<file path="config.mk">
export PLATFORM = sky130hd
export DESIGN_NAME = fifo_rd_stream
export DESIGN_NICKNAME = d
export VERILOG_FILES = /design/src/rtl/fifo_rd_stream.sv
export SDC_FILE = /design/constraint.sdc
export NUM_CORES = 1
export LEC_CHECK = 0
export ABC_AREA = 1
export CAP_MARGIN = 20
export CORE_MARGIN = 2
export CORE_UTILIZATION = 49
export CTS_BUF_LIST = sky130_fd_sc_hd__clkbuf_16
export DETAILED_ROUTE_END_ITERATION = 16
export PLACE_DENSITY = 0.89
export SLEW_MARGIN = 15
export SYNTH_ARGS = -nofsm -noshare
export SYNTH_HDL_FRONTEND = slang
export SYNTH_SLANG_ARGS = --single-unit
</file>
<file path="constraint.sdc">
create_clock -name clk -period 2.5 [get_ports clk]
set_input_delay 0.25 -clock clk [delete_from_list [all_inputs] [get_ports clk]]
set_output_delay 0.25 -clock clk [all_outputs]
set_load 0.005 [all_outputs]
</file>
<file path="src/rtl/fifo_rd_stream.sv">
// ----------------------------------------------------------------------------
// fifo_rd_stream
//
// Purpose:
//   Pulls words from a first-word-fall-through FIFO and presents them on a
//   valid/ready stream. Words pass through a 2-entry output buffer. That lets
//   the FIFO pop strobe stay independent of out_ready, with no combinational
//   path from out_ready to Rinc, and still sustain one word per cycle.
//
// Configuration:
//   RD_WORDCNT_EN  (macro) when defined, adds the word_count output. It counts
//                  delivered words (handshakes) and wraps modulo 2^CNT_W.
//
// Parameters:
//   DATA_W  width of Rdata / data_out
//   CNT_W   width of word_count (only meaningful with RD_WORDCNT_EN)
//
// Ports:
//   clk         single clock, rising edge
//   rst         synchronous active-high reset
//   rd_en       read enable; low pauses FIFO pops, buffered words still drain
//   Rempty      FIFO empty flag; low means Rdata is a valid head word
//   Rdata       FIFO head word
//   Rinc        FIFO pop strobe, one word per edge while high
//   data_out    output word (registered)
//   data_valid  data_out holds a valid word (registered)
//   out_ready   downstream accepts data_out this cycle
//   word_count  delivered-word count (RD_WORDCNT_EN only)
// ----------------------------------------------------------------------------
module fifo_rd_stream #(
    parameter int unsigned DATA_W = 16,
    parameter int unsigned CNT_W  = 16
) (
    input  logic              clk,
    input  logic              rst,
    input  logic              rd_en,
    input  logic              Rempty,
    input  logic [DATA_W-1:0] Rdata,
    output logic              Rinc,
    output logic [DATA_W-1:0] data_out,
    output logic              data_valid,
    input  logic              out_ready
`ifdef RD_WORDCNT_EN
    ,
    output logic [CNT_W-1:0]  word_count
`endif
);

    // Buffer occupancy: number of words held in head/tail.
    localparam logic [1:0] StEmpty = 2'd0;
    localparam logic [1:0] StHalf  = 2'd1;
    localparam logic [1:0] StFull  = 2'd2;

    // A zero-width counter or data path cannot be built.
    if (CNT_W < 1 || DATA_W < 1) begin : g_param_check
        $error("fifo_rd_stream: DATA_W and CNT_W must be at least 1");
    end

    logic [1:0]        state_q, state_d;
    logic [DATA_W-1:0] head_q,  head_d;
    logic [DATA_W-1:0] tail_q,  tail_d;
    logic              valid_q, valid_d;

    logic push;
    logic fire;

    // The pop decision uses only registered occupancy. It never looks at
    // out_ready, so a ready path downstream cannot reach the FIFO.
    assign push = rd_en & ~Rempty & (state_q != StFull) & ~rst;
    assign fire = valid_q & out_ready;

    assign Rinc       = push;
    assign data_out   = head_q;
    assign data_valid = valid_q;

    // ------------------------------------------------------------------------
    // Next-state logic for occupancy and the two buffer entries.
    // head_q is the word being offered. tail_q holds only the second word
    // that was popped while the head was stalled.
    // ------------------------------------------------------------------------
    always_comb begin
        state_d = state_q;
        head_d  = head_q;
        tail_d  = tail_q;

        case (state_q)
            StEmpty: begin
                if (push) begin
                    head_d  = Rdata;
                    state_d = StHalf;
                end
            end

            StHalf: begin
                case ({push, fire})
                    2'b10: begin
                        tail_d  = Rdata;
                        state_d = StFull;
                    end
                    2'b11: begin
                        // Head leaves and the new word takes its place.
                        head_d = Rdata;
                    end
                    2'b01: begin
                        // head_q keeps the delivered word, so data_out holds
                        // its last value while the buffer is empty.
                        state_d = StEmpty;
                    end
                    default: ;
                endcase
            end

            StFull: begin
                // push is impossible here because Rinc is gated off when full.
                if (fire) begin
                    head_d  = tail_q;
                    state_d = StHalf;
                end
            end

            default: begin
                state_d = StEmpty;
            end
        endcase

        valid_d = (state_d != StEmpty);
    end

    always_ff @(posedge clk) begin
        if (rst) begin
            state_q <= StEmpty;
            head_q  <= '0;
            tail_q  <= '0;
            valid_q <= 1'b0;
        end else begin
            state_q <= state_d;
            head_q  <= head_d;
            tail_q  <= tail_d;
            valid_q <= valid_d;
        end
    end

`ifdef RD_WORDCNT_EN
    // ------------------------------------------------------------------------
    // Delivered-word counter. It wraps naturally at 2^CNT_W.
    // ------------------------------------------------------------------------
    logic [CNT_W-1:0] cnt_q, cnt_d;

    always_comb begin
        cnt_d = cnt_q;
        if (fire) begin
            cnt_d = cnt_q + 1'b1;
        end
    end

    always_ff @(posedge clk) begin
        if (rst) begin
            cnt_q <= '0;
        end else begin
            cnt_q <= cnt_d;
        end
    end

    assign word_count = cnt_q;
`endif

endmodule

</file>
==> results of run 1 <==
==> area by class of cell <==
type | instances | area [sq um] | area share, %
multi-input cells | 183 | 834.6 | 37.26
flip-flops and latches | 35 | 700.7 | 31.28
inverters | 26 | 102.6 | 4.581
repair buffers | 42 | 410.4 | 18.32
clock inverters | 2 | 8.758 | 0.3911
well taps | 46 | 57.56 | 2.570
clock buffers | 5 | 125.1 | 5.587
==> state kept, by name, summed over array words and instances, names as in the netlist <==
register    flops
data_valid      1
state_q         2
data_out       16
tail_q         16
==> worst max-delay path: stages <==
cell and delay [ps]:
clkdlybuf4s50_1 470, clkinv_4 150, nand3b_4 110, nor2_1 190, clkdlybuf4s50_1 550
==> metal layers <==
metal  global-route usage, %  routed length [microns]  part of all wire (%)  up-vias
met2                   33.03                     1834                    49       56
met5                       0                        0                     0        -
met1                   24.25                     1606                    43      704
met3                   5.357                      227                   6.1        5
li1                        -                        -                     -      864
met4                   8.967                       60                   1.6        0
==> worst paths after layout <==
kind              slack [ps]                    start                       end  depth (start not counted)
hold / removal           470  tail_q[11]$_SDFFE_PP0P_   tail_q[11]$_SDFFE_PP0P_                          2
hold reg to reg          470  tail_q[11]$_SDFFE_PP0P_   tail_q[11]$_SDFFE_PP0P_                          2
setup / recovery         530                      rst                      Rinc                          5
setup reg to reg         690    state_q[0]$_SDFF_PP0_  data_out[1]$_SDFFE_PP0P_                         12
==> cells in the mapped netlist (2+ instances only) <==
cell type	count
a21oi_1	16
inv_2	4
nand2_2	2
nand2_4	2
buf_6	5
o21ai_0	2
nand3_1	32
dfxtp_1	35
nor2_1	37
ha_1	2
clkbuf_1	2
nand2_1	85
buf_2	4
inv_1	21
==> logic make-up (layout without fill, tap and decap cells) <==
family | after synthesis | in the layout | share of synthesized area, %
simple gates | 162 | 162 | 41.32
buf+inv | 38 | 75 | 11.22
flops | 35 | 35 | 40.52
compound gates | 19 | 19 | 5.499
fa+ha+maj | 2 | 2 | 1.447
==> report_power, final <==
group | total [mW] | internal [mW] | switching [mW]
Combinational | 0.200 | 0.105 | 0.0951
Clock | 0.565 | 0.357 | 0.208
Sequential | 0.598 | 0.585 | 0.0129
==> results_dict.tcl, run 1 <==
set metrics [dict create \
    track_usage_pct 20.00 \
    drive_above_1_share_pct 7.850 \
    holdWs_ps 465.6 \
    rows 21 \
    worst_slack_ps 532.5 \
    num_antenna_cells 0 \
    max_slew_margin_pct 75.67 \
    cts.hold.buffers_added 0 \
    setup_tns_ps 0 \
    insertion_delay_ps 280 \
    avgViaCountPerCell 4.805 \
    power.total_mw 1.363 \
    fin_area_sq_um 2240 \
    dp_cells 332 \
    fin_skew_ps 1.941 \
    dp_hpwl_microns 2617 \
    period_needed_ps 1967 \
    synth_seq_cells 35 \
    fin_util_pct 66.59 \
    grt_max_degree 21 \
    cp.required_ps 2250 \
    drc_errors 0 \
    cap_violations 0 \
    die-area_sq_um 4020 \
    syn-instance-count 256 \
    cts_max_level 2 \
    drtIter0Drc 69 \
    rsz0062_at_grt "false" \
    grt_first_pass_wirelength_microns 6327 \
    final_common_cell "nand2_1" \
    power_density_nw_per_um2 608.7 \
    avgSynthCellArea_sq_um 6.755 \
    hold_viol_final 0 \
    crit_type "primary input to output port" \
    yosysSeqAreaShare_pct 40.52 \
    endpoint_kind "output port" \
    path_max_fanout 18 \
    synth_area_sq_um 1729 \
    synth.top_cell.area_share_pct 40.52 \
    postPlaceCellArea_sq_um 2106 \
    die_h_microns 63.41 \
    slew_violations 0 \
    nets 316 \
    gp_congestion 0.8407 \
    antenna_found_initial 0 \
    fmax_mhz 508.3 \
    numCtsBuffers 5 \
    dominantRegCellSynth "dfxtp_1" \
    vias 1629 \
    pin_count 39 \
    dp_slack_ps 387.2 \
    ant_nets 0 \
    synthTopCellsByArea "dfxtp_1 41%, nand2_1 18%, nand3_1 9.3%" \
    synth_cell_types 21 \
    synth_edf_count 0 \
    worst_pin_slew_ps 364.4 \
    grt.overflow.total 0 \
    core_area_sq_um 3363 \
    final_cells 339 \
    initial_core_util_pct 51.41 \
    p_leak_nw 1.021 \
    synthArstFlopShare_pct 0 \
    run_status "complete, no violations" \
    setup-violations-final 0 \
    firstDrtPassIters 4 \
    cts.clk_slew.worst_paths_ps 50 \
    cp-start-kind "primary input" \
    arrival_ps 1720 \
    wirelength_microns 3729 \
    yosys_warnings 0 \
    syn-num-nets 279 \
    post-cts-setup-buffers 0 \
    wl_per_cell_microns 11.00 \
    die_w_microns 63.41 \
    layout_common_cells "85 x nand2_1, 38 x clkdlybuf4s50_1, 37 x nor2_1, 35 x dfxtp_1, 32 x nand3_1" \
    cts.sinks 35 \
    root_buffer "clkbuf_16" \
    final.fill_count 319 \
    cts_buffer_depth 2 \
    grt_pass1_vias 1457 \
    cts_tree "built" \
    port_buffers 38 \
    ir_drop_uv 399.9 \
    period_share_pct 78.70 \
    synth_top_cell_by_area "dfxtp_1" \
    holdCritPathClass "flop to flop" \
    area_delta_synth_final_pct 29.52 \
    cts_resized 0 \
]
(Power assumes the default switching activity.)
==> run 2, diff against run 1 <==
- CORE_UTILIZATION: 49 -> 45
- PLACE_DENSITY: 0.89 -> 0.87
- clock period: 2.5 -> 1.8 ns (I/O delays scaled with it)
==> run 2 against run 1 <==
Register-to-register slack worse by 430 ps. Clock skew grew 4.8 ps. Sequential share of layout area decreased by 0.60 points. Sequential power increased by 39%. Via count rose by 0.31%. Combinational power rose by 42%. Core utilization shrank 4.6 points. Final cell count is 2.4% higher. Non-clock buffer count up 5. Largest cell class unchanged.
==> results_dict.tcl, run 2 (synthesis results as in run 1) <==
set metrics [dict create \
    switching_share_pct 23.62 \
    vias 1634 \
    drc_errors 0 \
    clock_power_share_pct 41.7 \
    fin_skew_ps 6.775 \
    insertion_delay_ps 280 \
    dp_slack_ps -59.68 \
    p_seq_share_pct 43.4 \
    holdCritPathClass "flop to flop" \
    max_slew_margin_pct 81.74 \
    cts_tree "built" \
    ff_latch_area_sq_um 701.9 \
    avgViaCountPerCell 4.709 \
    crit_type "primary input to output port" \
    ir_drop_uv 424.2 \
    arrival_ps 1540 \
    cp-start-kind "primary input" \
    pwr-share-comb_pct 14.9 \
    grt_max_degree 21 \
    die_h_microns 65.99 \
    track_usage_pct 20.01 \
    area_delta_synth_final_pct 32.27 \
    initial_core_util_pct 46.88 \
    slew_violations 0 \
    cts_buffer_depth 2 \
    endpoint_kind "output port" \
    setup-violations-final 0 \
    drtIter0Drc 66 \
    startpoint "rst" \
    antenna_found_initial 0 \
    r2r-start "state_q[0]$_SDFF_PP0_" \
    worst_pin_slew_ps 273.5 \
    p_leak_nw 1.053 \
    rsz0062_at_grt "false" \
    wirelength_microns 3903 \
    multi_input_area_sq_um 837.1 \
    grt_pass1_vias 1504 \
    cts.sinks 35 \
    cap_violations 0 \
    ant_nets 0 \
    layout_common_cells "85 x nand2_1, 38 x clkdlybuf4s50_1, 36 x nor2_1, 34 x dfxtp_1, 32 x nand3_1" \
    grt.overflow.total 0 \
    pin_count 39 \
    dp_hpwl_microns 2830 \
    nets 321 \
    cts_max_level 2 \
    num_antenna_cells 0 \
    reg2reg_depth 12 \
    period_needed_ps 1716 \
    p_switching_uw 452.2 \
    fmax_mhz 582.7 \
    core_area_sq_um 3689 \
    hold_depth 2 \
    worst_slack_ps 83.93 \
    holdWs_ps 463.1 \
    final_common_cell "nand2_1" \
    cp.required_ps 1620 \
    port_buffers 38 \
    period_share_pct 95.34 \
    grt_first_pass_wirelength_microns 6582 \
    gp_congestion 0.8582 \
    internal-power_mw 1.462 \
    path_max_fanout 2 \
    hold_viol_final 0 \
    die_w_microns 65.99 \
    drive_above_1_share_pct 10.03 \
    wl_per_cell_microns 11.25 \
    run_status "complete, no violations" \
    power_density_nw_per_um2 836.9 \
    setup_tns_ps 0 \
    numCtsBuffers 5 \
    die-area_sq_um 4355 \
    root_buffer "clkbuf_16" \
    hp-start "tail_q[14]$_SDFFE_PP0P_" \
    firstDrtPassIters 4 \
    final.fill_count 345 \
    cts.clk_slew.worst_paths_ps 50 \
    rows 22 \
]
## run 2: cell types whose count changed in the layout (fill, tap and decap cells not counted), sizes merged
cell,previous run,this run
buf,4,9
clkinv,3,2
inv,25,27
## run 2: per-stage QoR
stage / instances / area, sq um / utilization (%) / total power, mW
3_3_place_gp: 339 / 2148 / 58.24 / 1.123
3_5_place_dp: 339 / 2148 / 58.24 / 1.132
2_1_floorplan: 256 / 1732 / - / 0.9929
4_1_cts: 347 / 2286 / 61.97 / 1.918
6_report: 347 / 2287 / 62.01 / 1.914
5_1_grt: 347 / 2287 / 62.01 / 1.984
## run 2: path summary, 6_finish.rpt
path	end	slack, ps
worst max-delay path	Rinc	80
worst max register to register	data_out[9]$_SDFFE_PP0P_	260
worst min register to register	tail_q[14]$_SDFFE_PP0P_	460
worst min-delay path	tail_q[14]$_SDFFE_PP0P_	460
## run 2: what timing repair did
action                     4_1_cts  5_1_grt
buffers inserted                 0        0
hold buffers                     0        0
setup endpoints to repair        0        1
resized for setup                0        1
hold endpoints to repair         0        0
## run 2: cell type report
type | count | share of cell area, %
clock buffer | 5 | 5.470
clock inverter | 3 | 0.5470
inverter | 26 | 4.486
multi-input combinational | 183 | 36.60
sequential | 35 | 30.69
tap | 48 | 2.626
timing repair buffer | 47 | 19.58
## run 2: metal layers
layer  vias to the layer above  wire, microns  GRT usage, %
met5                         -              0             0
met4                         0             82         9.949
met3                         9            220         5.451
met2                        53           1841         31.94
met1                       699           1759         24.76
li1                        873              -             -
## run 2: power by group through the flow
stage                     Clock (mW)  Sequential [mW]  Combinational [mW]
final                          0.798            0.831               0.284
after CTS                      0.800            0.832               0.286
after detailed placement           0            0.848               0.285
after floorplan                    0            0.849               0.144
after global placement             0            0.845               0.278
after global routing           0.830            0.835               0.318
## run 2: worst max-delay path, stage by stage
cell             delay, ps
clkdlybuf4s50_1        470
clkinv_4                80
nand3b_4                80
nor2_2                 110
buf_4                  130
clkdlybuf4s50_1        490
